<file path="src/rtl/opc7_link_dma.sv">
// -----------------------------------------------------------------------------
// opc7_link_dma
//
// Receive-side DMA for the four osl_rxtx serial links of an opc7 node. Words
// received on the links are drained into the node's 4Kx32 RAM without CPU
// polling. Links are served round-robin. The RAM port is shared with the CPU,
// and the CPU always wins it (ram_gnt low while the CPU uses the RAM).
//
// Ports
//   clk, resetb        node clock, synchronous active-low reset
//   cfg_sel/cfg_wr     CPU register access strobe / write flag (vio bus)
//   cfg_addr, cfg_din  register index and write data
//   cfg_dout           register read data, combinational from cfg_addr
//   link_dor           per-link receive data ready
//   link_dout          link n word on bits [32n+31:32n]
//   link_cs, link_rd   one-hot link select and pop strobe
//   ram_req, ram_gnt   RAM port request / port free this cycle
//   ram_addr, ram_din  RAM write address / data
//   ram_we             RAM write enable (only while ram_gnt)
//   irq                OR over channels of DONE & IE
//
// Register map (n = channel 0..3)
//   4n+0 BASE[11:0]  4n+1 LEN[11:0] (0 = 4096 words)
//   4n+2 COUNT[11:0] read-only
//   4n+3 CTRL: bit0 EN, bit1 DONE (write 1 to clear), bit2 IE
//   16+n STALL[15:0] only when OPC7_LINK_DMA_STATS_EN is defined
//
// Build option
//   OPC7_LINK_DMA_STATS_EN  adds a saturating per-channel stall counter
//                           (cycles spent in WR waiting for ram_gnt).
// -----------------------------------------------------------------------------
// state | meaning
// IDLE  | search eligible channels round-robin from rr pointer
// POP   | pop selected link, capture word and target address
// WR    | request RAM port, write held word when granted
// -----------------------------------------------------------------------------
module opc7_link_dma #(
   parameter int NCHAN = 4,
   parameter int AW    = 12
) (
   input  logic              clk,
   input  logic              resetb,
   input  logic              cfg_sel,
   input  logic              cfg_wr,
   input  logic [4:0]        cfg_addr,
   input  logic [31:0]       cfg_din,
   output logic [31:0]       cfg_dout,
   input  logic [NCHAN-1:0]  link_dor,
   input  logic [127:0]      link_dout,
   output logic [NCHAN-1:0]  link_cs,
   output logic              link_rd,
   output logic              ram_req,
   input  logic              ram_gnt,
   output logic [AW-1:0]     ram_addr,
   output logic [31:0]       ram_din,
   output logic              ram_we,
   output logic              irq
);

   typedef enum logic [1:0] {
      S_IDLE = 2'd0,
      S_POP  = 2'd1,
      S_WR   = 2'd2
   } state_t;

   state_t state, state_nxt;

   logic [AW-1:0]    base_q  [NCHAN];
   logic [AW-1:0]    len_q   [NCHAN];
   logic [AW-1:0]    count_q [NCHAN];
   logic [NCHAN-1:0] en_q;
   logic [NCHAN-1:0] done_q;
   logic [NCHAN-1:0] ie_q;

   logic [1:0]       rr_q;
   logic [1:0]       cur_q;
   logic [31:0]      hold_q;
   logic [AW-1:0]    addr_q;

   logic [NCHAN-1:0] elig;
   logic [1:0]       pick;
   logic             pick_vld;
   logic             wr_fire;
   logic [AW-1:0]    count_inc;

   logic             cfg_we;
   logic [1:0]       cfg_ch;
   logic [1:0]       cfg_reg;
   logic             cfg_chan_hit;

   logic             unused_cfg_din;
   assign unused_cfg_din = ^cfg_din[31:AW];

   assign cfg_we       = cfg_sel & cfg_wr;
   assign cfg_ch       = cfg_addr[3:2];
   assign cfg_reg      = cfg_addr[1:0];
   assign cfg_chan_hit = cfg_we & ~cfg_addr[4];

   assign elig = en_q & ~done_q & link_dor;

   // Walk from the farthest offset down to offset 0 so the channel closest to
   // the rr pointer is the one left in pick.
   always_comb begin
      logic [1:0] idx;
      idx      = '0;
      pick     = rr_q;
      pick_vld = 1'b0;
      for (int i = NCHAN - 1; i >= 0; i--) begin
         idx = rr_q + i[1:0];
         if (elig[idx]) begin
            pick     = idx;
            pick_vld = 1'b1;
         end
      end
   end

   always_comb begin
      state_nxt = state;
      case (state)
         S_IDLE:  if (pick_vld) state_nxt = S_POP;
         S_POP:   state_nxt = S_WR;
         S_WR:    if (ram_gnt) state_nxt = S_IDLE;
         default: state_nxt = S_IDLE;
      endcase
   end

   // Strobes are qualified with resetb so a reset cycle landing in POP or WR
   // can neither pop a link nor write the RAM.
   always_comb begin
      link_cs = '0;
      link_rd = 1'b0;
      ram_req = 1'b0;
      ram_we  = 1'b0;
      if (resetb) begin
         if (state == S_POP) begin
            link_rd        = 1'b1;
            link_cs[cur_q] = 1'b1;
         end
         if (state == S_WR) begin
            ram_req = 1'b1;
            ram_we  = ram_gnt;
         end
      end
   end

   assign wr_fire   = ram_we;
   assign count_inc = count_q[cur_q] + {{(AW-1){1'b0}}, 1'b1};
   assign ram_addr  = addr_q;
   assign ram_din   = hold_q;
   assign irq       = |(done_q & ie_q);

   always_ff @(posedge clk) begin
      if (!resetb) state <= S_IDLE;
      else         state <= state_nxt;
   end

   always_ff @(posedge clk) begin
      if (!resetb) begin
         cur_q  <= '0;
         rr_q   <= '0;
         hold_q <= '0;
         addr_q <= '0;
      end else begin
         if (state == S_IDLE && pick_vld) cur_q <= pick;
         if (state == S_POP) begin
            hold_q <= link_dout[{cur_q, 5'd0} +: 32];
            addr_q <= base_q[cur_q] + count_q[cur_q];
         end
         if (wr_fire) rr_q <= cur_q + 2'd1;
      end
   end

   // CPU writes are applied first; the DMA completion update comes later in
   // the block so that a DONE set beats a same-cycle W1C, and the in-flight
   // word is always counted.
   always_ff @(posedge clk) begin
      if (!resetb) begin
         for (int n = 0; n < NCHAN; n++) begin
            base_q[n]  <= '0;
            len_q[n]   <= '0;
            count_q[n] <= '0;
         end
         en_q   <= '0;
         done_q <= '0;
         ie_q   <= '0;
      end else begin
         for (int n = 0; n < NCHAN; n++) begin
            if (cfg_chan_hit && cfg_ch == n[1:0]) begin
               case (cfg_reg)
                  2'd0: base_q[n] <= cfg_din[AW-1:0];
                  2'd1: len_q[n]  <= cfg_din[AW-1:0];
                  2'd3: begin
                     en_q[n] <= cfg_din[0];
                     ie_q[n] <= cfg_din[2];
                     if (cfg_din[0] || cfg_din[1]) done_q[n] <= 1'b0;
                     if (cfg_din[0]) count_q[n] <= '0;
                  end
                  default: ;
               endcase
            end
            if (wr_fire && cur_q == n[1:0]) begin
               count_q[n] <= count_inc;
               if (count_inc == len_q[n]) begin
                  done_q[n] <= 1'b1;
                  en_q[n]   <= 1'b0;
               end
            end
         end
      end
   end

`ifdef OPC7_LINK_DMA_STATS_EN
   logic [15:0] stall_q [NCHAN];

   always_ff @(posedge clk) begin
      if (!resetb) begin
         for (int n = 0; n < NCHAN; n++) stall_q[n] <= '0;
      end else begin
         for (int n = 0; n < NCHAN; n++) begin
            if (cfg_we && cfg_addr == {3'b100, n[1:0]})
               stall_q[n] <= '0;
            else if (state == S_WR && !ram_gnt && cur_q == n[1:0] &&
                     stall_q[n] != 16'hFFFF)
               stall_q[n] <= stall_q[n] + 16'd1;
         end
      end
   end
`endif

   always_comb begin
      cfg_dout = '0;
      if (!cfg_addr[4]) begin
         case (cfg_reg)
            2'd0: cfg_dout[AW-1:0] = base_q[cfg_ch];
            2'd1: cfg_dout[AW-1:0] = len_q[cfg_ch];
            2'd2: cfg_dout[AW-1:0] = count_q[cfg_ch];
            default: cfg_dout[2:0] = {ie_q[cfg_ch], done_q[cfg_ch], en_q[cfg_ch]};
         endcase
      end
`ifdef OPC7_LINK_DMA_STATS_EN
      if (cfg_addr[4:2] == 3'b100) cfg_dout[15:0] = stall_q[cfg_addr[1:0]];
`endif
   end

endmodule

</file>
<file path="config.mk">
export PLATFORM = sky130hd
export DESIGN_NAME = opc7_link_dma
export DESIGN_NICKNAME = d
export VERILOG_FILES = /design/src/rtl/opc7_link_dma.sv
export SDC_FILE = /design/constraint.sdc
export NUM_CORES = 1
export LEC_CHECK = 0
export BUFFER_PORTS_ARGS = -buffer_cell sky130_fd_sc_hd__buf_2
export CAP_MARGIN = 20
export CORE_MARGIN = 2
export CORE_UTILIZATION = 45
export CTS_CLUSTER_SIZE = 10
export DETAILED_ROUTE_END_ITERATION = 8
export GPL_TIMING_DRIVEN = 0
export PLACE_DENSITY = 0.67
export RECOVER_POWER = 50
export SLEW_MARGIN = 20
export SYNTH_ARGS = -nofsm -noshare
export SYNTH_HDL_FRONTEND = slang
export SYNTH_SLANG_ARGS = --single-unit
export TNS_END_PERCENT = 5
</file>
<file path="constraint.sdc">
create_clock -name clk -period 4.2 [get_ports clk]
set_input_delay 0.84 -clock clk [delete_from_list [all_inputs] [get_ports clk]]
set_output_delay 0.84 -clock clk [all_outputs]
set_load 0.03 [all_outputs]
</file>
==> impl_metrics.json, run 1 <==
{
  "status": "finished, final reports clean",
  "arrival_ns": 3.31,
  "ys_seq_area_share_pct": 46.2,
  "num_vias": 8883,
  "crit_buf_inv": 4,
  "grt_pass1_vias": 8873,
  "max_cap_violations": 0,
  "ys_ff_latch": 208,
  "dr.pass1.iters": 5,
  "clk_pin_slew_ns": 0.05,
  "p_leak_nw": 5.29,
  "cts_tree": "built",
  "die_w_um": 168,
  "final_area_um2": 14500,
  "post_drt_wl_per_cell_um": 20.6,
  "r2r_cells": 13,
  "ys_async_sr_fraction_pct": 0,
  "crit_slowest_cell": "clkbuf_1",
  "num_rows": 60,
  "drtIter0Drc": 666,
  "die_h_um": 168,
  "antenna_found_initial": 0,
  "fill_cells": 2336,
  "grt_max_degree": 13,
  "gp_congestion": 0.901,
  "hold_start": "ram_din[21]",
  "rsz0062_at_grt": "true",
  "clock_sinks": 208,
  "critPathKind": "in -> out",
  "ir_drop_uv": 348,
  "fin_util_pct": 54.1,
  "synth_flop_cell": "edfxtp_1",
  "period_share_pct": 98.7,
  "portBuffers": 213,
  "numCtsBuffers": 25,
  "drt_wl_total_um": 33500,
  "hold_buffers": 0,
  "htreeDepth": 1,
  "cts_setup_buffers": 0,
  "worst_clock_skew_ns": 0.0202,
  "hold_slack_ns": 0.458,
  "crit_family": "buffers and inverters",
  "clockBufferDepth": 3,
  "slew_headroom_pct": 44.2,
  "overflow": 0,
  "fmax_mhz": 241,
  "synth_cells": 993,
  "dp_hpwl_um": 26600,
  "cp_max_fo": 10,
  "critPathLaunchType": "input port",
  "setup_viol": 0,
  "dp_cells": 1582,
  "finalNetCount": 1458,
  "syn_avg_cell_area_um2": 12.2,
  "cp.required_ns": 3.36,
  "dieArea_um2": 28300,
  "r2r-end": "ram_addr[9]",
  "ys_types": 66,
  "ys_warn_count": 0,
  "p_per_area_nw_per_um2": 337,
  "io_pins": 258,
  "hold_path_class": "reg -> reg",
  "ant_nets": 0,
  "clock_latency_ns": 0.53,
  "min_to": "ram_din[21]",
  "clockRootBuffer": "clkbuf_16",
  "crit_path_end_kind": "output pin",
  "via_per_inst": 5.47,
  "period_needed_ns": 4.15,
  "core_um2": 26700,
  "fin_cells": 1625,
  "path_cells": "clkbuf_1, clkbuf_1, clkbuf_2, mux4_2, mux2i_1, nor2_1, a21oi_1, nor2_1, buf_2",
  "hold_path_depth": 2,
  "dpl_cell_area_um2": 13800,
  "synth_edf_count": 144,
  "critPathMaxStageDelay_ns": 0.51,
  "drc_errors": 0,
  "grt_pass1_wl_um": 50400,
  "report.final.slew_viol_count": 0,
  "finalHoldViolations": 0,
  "rrSetupSlack_ns": 0.31,
  "synthesis.area_um2": 12100,
  "drive_above_1_share_pct": 28.3,
  "groute.usage.overall_pct": 23.3,
  "diodes": 0,
  "initial_core_util_pct": 45.4,
  "tightest_slew_ns": 0.837,
  "area_growth_pct": 19.3
}
## cells by family (layout without fill, tap and decap cells)
kind of cell	Yosys count	after routing	synth area share, %
mux	112	112	19.4
other cells	1	20	0.0309
simple gates	374	374	16.1
fa+ha+maj	17	17	1.82
xor+xnor	67	67	6.20
buf+inv	96	368	3.83
flops	208	208	46.2
compound gates	118	118	6.44
## per-layer routing
metal | routed length, µm | global-route usage (%)
met1 | 13500 | 30.0
met2 | 16600 | 40.3
met3 | 2670 | 4.87
met4 | 799 | 6.11
met5 | 0 | 0
## worst register-to-register path, delay by kind of cell (launching register included)
family,cells,cell delay (ns)
buffers and inverters,3,1.14
and+or+nand+nor,1,0.19
muxes,1,0.51
AOI/OAI and AO/OA,6,1.08
DFF,1,0.30
xor gates and xnor gates,1,0.22
adders and majority gates,1,0.34
## Yosys cell counts, types with 3 or more instances
master / number / area (µm²)
buf_4: 20 / 150
xor2_1: 24 / 210
buf_2: 5 / 25.0
o21bai_1: 3 / 22.5
edfxtp_1: 144 / 4320
buf_6: 3 / 33.8
a21oi_1: 19 / 95.1
nor4_1: 4 / 25.0
xnor2_4: 7 / 193
nand3_1: 13 / 65.1
ha_1: 16 / 200
and2_1: 102 / 638
o211ai_1: 6 / 45.0
inv_1: 5 / 18.8
a21o_1: 3 / 22.5
xnor2_1: 33 / 289
nand4b_1: 3 / 26.3
buf_1: 9 / 33.8
o21ai_0: 28 / 140
nand2_1: 104 / 390
nor2b_1: 11 / 68.8
nand4_1: 3 / 18.8
nand2b_1: 4 / 25.0
and3_1: 11 / 68.8
mux4_2: 98 / 2210
clkbuf_1: 54 / 203
o21a_1: 3 / 22.5
dfxtp_1: 64 / 1280
a31oi_1: 3 / 18.8
a21boi_0: 38 / 285
mux2i_1: 14 / 140
nor3_1: 6 / 30.0
nor2_1: 83 / 312
o31a_1: 3 / 26.3
nand3b_1: 6 / 45.0
## sequential cells by signal, summed over array words and instances, names as in the netlist, 4 cells and up, named ones only
signal	count
done_q	4
count_q	48
ram_din	32
base_q	48
en_q	4
ie_q	4
ram_addr	12
len_q	48
## area by class of cell
type	instances	area (µm²)	share of cell area (%)
Timing Repair Buffer	229	1110	7.69
Buffer	90	452	3.12
Sequential cell	208	5610	38.7
Tap cell	341	427	2.95
Clock buffer	43	734	5.08
Multi-Input combinational cell	708	6110	42.2
Inverter	5	18.8	0.130
Clock inverter	1	8.76	0.0605
## power breakdown
part	internal, mW	total, mW	switching, mW
Combinational	0.266	0.585	0.319
Clock	1.18	2.00	0.820
Sequential	2.26	2.30	0.0422
## through the flow
step	TNS [ns]	total power, mW	setup WS, ns
after floorplan	0	2.70	0.354
after global placement	-6.72	2.90	-0.471
after detailed placement	-4.03	2.93	-0.534
after CTS	0	4.91	0.0321
after global routing	-0.0844	5.03	-0.0844
final	0	4.88	0.0541
## how the worst max path moves through the flow
stage / from / cells past startpoint / to / slack (ns)
after floorplan: cfg_addr[2] / 8 / cfg_dout[10] / 0.35
after global placement: cfg_addr[2] / 9 / cfg_dout[3] / -0.47
after detailed placement: cfg_addr[2] / 9 / cfg_dout[3] / -0.53
after CTS: cfg_addr[3] / 9 / cfg_dout[3] / 0.03
after global routing: cfg_addr[3] / 9 / cfg_dout[10] / -0.08
final: cfg_addr[3] / 9 / cfg_dout[10] / 0.05
## cell usage in the layout, fill, tap and decap left out, types with 36 or more instances in the layout
cell type  count
a21boi_0      38
and2_0        36
and2_1        66
buf_2        172
clkbuf_1     119
dfxtp_1       64
edfxtp_1     144
mux4_2        98
nand2_1      104
nor2_1        83
## timing repair
action / in CTS / in global routing
cloned: 0 / 0
resized for setup: 8 / 3
hold endpoints to repair: 0 / 0
endpoints found under the setup margin: 9 / 7
(Power assumes the default switching activity.)
==> run 2: changes to the inputs <==
--- a/config.mk
+++ b/config.mk
@@ -5,7 +5,7 @@
 export SDC_FILE = /design/constraint.sdc
 export NUM_CORES = 1
 export LEC_CHECK = 0
-export BUFFER_PORTS_ARGS = -buffer_cell sky130_fd_sc_hd__buf_2
+export BUFFER_PORTS_ARGS = -buffer_cell sky130_fd_sc_hd__buf_4
 export CAP_MARGIN = 20
 export CORE_MARGIN = 2
 export CORE_UTILIZATION = 45
==> run 2 against run 1 <==
  * Die area stayed put
  * Power fell by 0.43%
  * First-iteration DRC count increased by 34%
  * Register-to-register slack about the same
  * Global-route usage grew 0.47 points
  * Clock power shrank 3%
  * Setup slack improved by 0.0093 ns
  * Largest cell class unchanged
  * Critical path depth stayed put
  * Hold slack improved by 0.0038 ns
  * Fmax is 0.22% higher
  * Final area grew 2.7%
==> impl_metrics.json, run 2 (synthesized netlist as in run 1, its figures left out) <==
{
  "portBuffers": 213,
  "tightest_slew_ns": 0.821,
  "arrival_ns": 3.30,
  "grt_max_degree": 13,
  "top_regs": "base_q: 48 flops, count_q: 48 flops, len_q: 48 flops",
  "p_per_area_nw_per_um2": 327,
  "clockBufferDepth": 3,
  "path_cells": "clkbuf_1, clkbuf_1, clkbuf_2, mux4_2, mux2i_1, nor2_1, a21oi_1, nor2_1, buf_4",
  "die_w_um": 168,
  "hold_buffers": 0,
  "cp.required_ns": 3.36,
  "rsz0062_at_grt": "true",
  "clk_pin_slew_ns": 0.05,
  "p_leak_nw": 5.41,
  "setup_viol": 0,
  "ant_nets": 0,
  "mostFrequentLayoutCells": "202 x buf_4, 144 x edfxtp_1, 117 x clkbuf_1",
  "hold_path_class": "reg -> reg",
  "final_area_um2": 14900,
  "io_pins": 258,
  "r2r-end": "ram_addr[9]",
  "grt_pass1_wl_um": 51000,
  "via_per_inst": 5.48,
  "finalHoldViolations": 0,
  "final_common_cell": "buf_4",
  "clockRootBuffer": "clkbuf_16",
  "fin_cells": 1624,
  "report.final.slew_viol_count": 0,
  "post_drt_wl_per_cell_um": 21.1,
  "critPathMaxStageDelay_ns": 0.51,
  "period_share_pct": 98.5,
  "area_growth_pct": 22.5,
  "place_ws_ns": -0.550,
  "worst_clock_skew_ns": 0.0187,
  "critPathLaunchType": "input port",
  "dpl_cell_area_um2": 14300,
  "final.setup.worst_slack_ns": 0.0634,
  "drive_above_1_share_pct": 28.4,
  "num_vias": 8896,
  "grt_pass1_vias": 8679,
  "crit_slowest_cell": "clkbuf_1",
  "cts_tree": "built",
  "critPathKind": "in -> out",
  "status": "finished, final reports clean",
  "diodes": 0,
  "die_h_um": 168,
  "core_um2": 26700,
  "groute.usage.overall_pct": 23.8,
  "cp_max_fo": 10,
  "crit_path_end_kind": "output pin",
  "max_cap_violations": 0,
  "ir_drop_uv": 323,
  "fmax_mhz": 242,
  "dieArea_um2": 28300,
  "clock_latency_ns": 0.53,
  "drc_errors": 0,
  "dp_hpwl_um": 27400,
  "overflow": 0,
  "rrSetupSlack_ns": 0.30,
  "finalNetCount": 1458,
  "dr.pass1.iters": 5,
  "numCtsBuffers": 25,
  "hold_start": "ram_din[21]",
  "htreeDepth": 1,
  "antenna_found_initial": 1,
  "drt_wl_total_um": 34300,
  "slew_headroom_pct": 45.3,
  "num_rows": 60,
  "initial_core_util_pct": 45.4,
  "gp_congestion": 0.877,
  "crit_buf_inv": 4,
  "hold_path_depth": 2,
  "r2r_cells": 13,
  "dp_cells": 1582,
  "min_to": "ram_din[21]",
  "power.total_mw": 4.86,
  "period_needed_ns": 4.14,
  "crit_family": "buffers and inverters",
  "drtIter0Drc": 895,
  "clock_sinks": 208
}
## run 2: changes by cell type in the layout (fill, tap and decap cells not counted), sizes merged
cell and change:
clkinv +2, buf +1, clkbuf -4
## run 2: worst max-delay path by stage
stage                      startpoint      endpoint  slack [ns]  depth (start not counted)
after floorplan           cfg_addr[2]  cfg_dout[10]        0.35                          8
after global placement    cfg_addr[2]   cfg_dout[3]       -0.49                          9
after detailed placement  cfg_addr[2]   cfg_dout[3]       -0.55                          9
after CTS                 cfg_addr[2]  cfg_dout[10]        0.02                          9
after global routing      cfg_addr[3]  cfg_dout[10]       -0.06                          9
final                     cfg_addr[3]  cfg_dout[10]        0.06                          9
## run 2: what timing repair did
action                                 in CTS  in global routing
endpoints found under the hold margin       0                  0
buffers inserted                            0                  0
resized for setup                          11                  2
setup endpoints to repair                   9                  6
## run 2: stage by stage
| step | utilization (%) | setup TNS [ns] | hold WS (ns) |
|---|---|---|---|
| after floorplan | - | 0 | 0.467 |
| after global placement | 53.2 | -7.74 | 0.453 |
| after detailed placement | 53.7 | -4.03 | 0.459 |
| after CTS | 56.4 | 0 | 0.467 |
| after global routing | 55.6 | -0.0600 | 0.482 |
| final | 55.6 | 0 | 0.462 |
## run 2: layer usage
metal / vias to the layer above / track usage [%] / share of wire [%]
li1: 4148 / - / -
met1: 4395 / 32.2 / 41
met5: - / 0 / 0.038
met4: 2 / 5.96 / 2.1
met3: 42 / 4.07 / 6.8
met2: 309 / 40.3 / 50
## run 2: layout make-up
type / count / area (µm²)
Fill cell: 2405 / 11900
Multi-Input combinational cell: 708 / 6110
Sequential cell: 208 / 5610
Timing Repair Buffer: 229 / 1530
Clock buffer: 40 / 692
Buffer: 90 / 457
Tap cell: 341 / 427
Clock inverter: 3 / 18.8
Inverter: 5 / 18.8
## run 2: worst min-delay path: cells and delay by family, from the launching register on
| family | cells | cell delay (ns) |
|---|---|---|
| and+or+nand+nor | 1 | 0.05 |
| DFF | 1 | 0.30 |
| AOI/OAI and AO/OA | 1 | 0.06 |
## run 2: report_power, final
part           internal (mW)  switching (mW)  total [mW]
registers               2.26          0.0421        2.30
logic                  0.310           0.320       0.630
clock network           1.12           0.813        1.93
total                   3.69            1.17        4.86
==> run 3: changes to the inputs <==
--- a/config.mk
+++ b/config.mk
@@ -6,7 +6,6 @@
 export NUM_CORES = 1
 export LEC_CHECK = 0
 export BUFFER_PORTS_ARGS = -buffer_cell sky130_fd_sc_hd__buf_4
-export CAP_MARGIN = 20
 export CORE_MARGIN = 2
 export CORE_UTILIZATION = 45
 export CTS_CLUSTER_SIZE = 10
==> constraint.sdc (replaced) <==
create_clock -name clk -period 4.8 [get_ports clk]
set_input_delay 0.96 -clock clk [delete_from_list [all_inputs] [get_ports clk]]
set_output_delay 0.96 -clock clk [all_outputs]
set_load 0.03 [all_outputs]
==> run 3 against run 2 <==
  * First-iteration DRC count decreased by 3.7%
  * Utilization decreased by 0.41 points
  * Sequential cell count unchanged
  * Hold slack hardly changed
  * Largest power group unchanged
==> impl_metrics.json, run 3 (synthesized netlist as in run 1, its figures left out) <==
{
  "status": "finished, final reports clean",
  "hold_slack_ns": 0.462,
  "numCtsBuffers": 25,
  "grt_pass1_vias": 8678,
  "rsz0062_at_grt": "false",
  "ant_nets": 0,
  "clockRootBuffer": "clkbuf_16",
  "top_regs": "base_q: 48 flops, count_q: 48 flops, len_q: 48 flops",
  "cp.required_ns": 3.84,
  "critPathLaunchType": "input port",
  "critPathKind": "in -> out",
  "hold_path_depth": 2,
  "regArea_um2": 5610,
  "drtIter0Drc": 862,
  "power.total_mw": 4.25,
  "clock_latency_ns": 0.53,
  "fin_cells": 1624,
  "worst_clock_skew_ns": 0.0217,
  "grt_pass1_wl_um": 51000,
  "period_share_pct": 98.1,
  "num_rows": 60,
  "clock_sinks": 208,
  "clk_pin_slew_ns": 0.05,
  "mostFrequentLayoutCells": "199 x buf_4, 144 x edfxtp_1, 124 x clkbuf_1",
  "final_common_cell": "buf_4",
  "setup_viol": 0,
  "arrival_ns": 3.75,
  "dp_hpwl_um": 27400,
  "tightest_slew_ns": 1.05,
  "fin_util_pct": 55.2,
  "dpl_cell_area_um2": 14300,
  "min_to": "ram_din[21]",
  "dieArea_um2": 28300,
  "core_um2": 26700,
  "p_per_area_nw_per_um2": 288,
  "fmax_mhz": 212,
  "multi_input_area_um2": 6020,
  "via_per_inst": 5.52,
  "finalHoldViolations": 0,
  "initial_core_util_pct": 45.4,
  "fill_cells": 2421,
  "period_needed_ns": 4.71,
  "clockBufferDepth": 3,
  "antenna_found_initial": 1,
  "cp_max_fo": 10,
  "hold_path_class": "reg -> reg",
  "drt_wl_total_um": 34400,
  "rrSetupSlack_ns": 0.15,
  "final_area_um2": 14700,
  "io_pins": 258,
  "dr.pass1.iters": 5,
  "crit_path_end_kind": "output pin",
  "diodes": 0,
  "slew_headroom_pct": 30.3,
  "drive_above_1_share_pct": 27.3,
  "place_ws_ns": -0.190,
  "ir_drop_uv": 282,
  "dp_cells": 1582,
  "report.final.slew_viol_count": 0,
  "die_h_um": 168,
  "hold_start": "ram_din[21]",
  "htreeDepth": 1,
  "die_w_um": 168,
  "overflow": 0,
  "post_cts_resized": 1,
  "p_leak_nw": 5.37,
  "final.setup.worst_slack_ns": 0.0914,
  "max_cap_violations": 0,
  "groute.usage.overall_pct": 23.8,
  "area_growth_pct": 21.6,
  "num_vias": 8972,
  "grt_max_degree": 20,
  "gp_congestion": 0.877,
  "hold_buffers": 0,
  "finalNetCount": 1458,
  "cts_tree": "built",
  "r2r_cells": 12,
  "cts_setup_buffers": 0,
  "drc_errors": 0,
  "post_drt_wl_per_cell_um": 21.2,
  "portBuffers": 213,
  "setup-tns-final_ns": 0,
  "r2r-end": "done_q[0]"
}
[run 3: worst max path at each step]
stage / cells past startpoint / slack, ns / start / to
after detailed placement: 9 / -0.19 / cfg_addr[2] / cfg_dout[3]
after floorplan: 8 / 0.71 / cfg_addr[2] / cfg_dout[10]
final: 9 / 0.09 / cfg_addr[3] / cfg_dout[3]
after global placement: 9 / -0.13 / cfg_addr[2] / cfg_dout[3]
after global routing: 9 / 0.002 / cfg_addr[3] / cfg_dout[3]
after CTS: 9 / 0.12 / cfg_addr[3] / cfg_dout[3]
[run 3: critical path, stage by stage]
cell      delay (ns)
clkbuf_1        0.37
clkbuf_1        0.57
clkbuf_1        0.58
mux4_2          0.44
mux2i_1         0.17
nor2_1          0.06
a21oi_1         0.32
nor2_1          0.07
buf_4           0.19
[run 3: power by group]
group	internal [mW]	switching [mW]	total [mW]
clock network	0.978	0.710	1.69
registers	1.98	0.0372	2.01
logic	0.268	0.278	0.546
[run 3: final cells by class]
type / instances / area share (%)
flip-flops and latches: 208 / 38.0
well taps: 341 / 2.89
clock buffers: 40 / 4.69
repair buffers: 229 / 10.4
clock inverters: 3 / 0.127
plain buffers: 90 / 2.99
inverters: 5 / 0.127
multi-input cells: 708 / 40.8
[run 3: metal layers]
layer	share of wire [%]	up-vias	track usage (%)
met4	2.0	2	5.96
li1	-	4156	-
met3	6.8	39	4.07
met5	0.038	-	0
met1	41	4441	32.1
met2	50	334	40.3
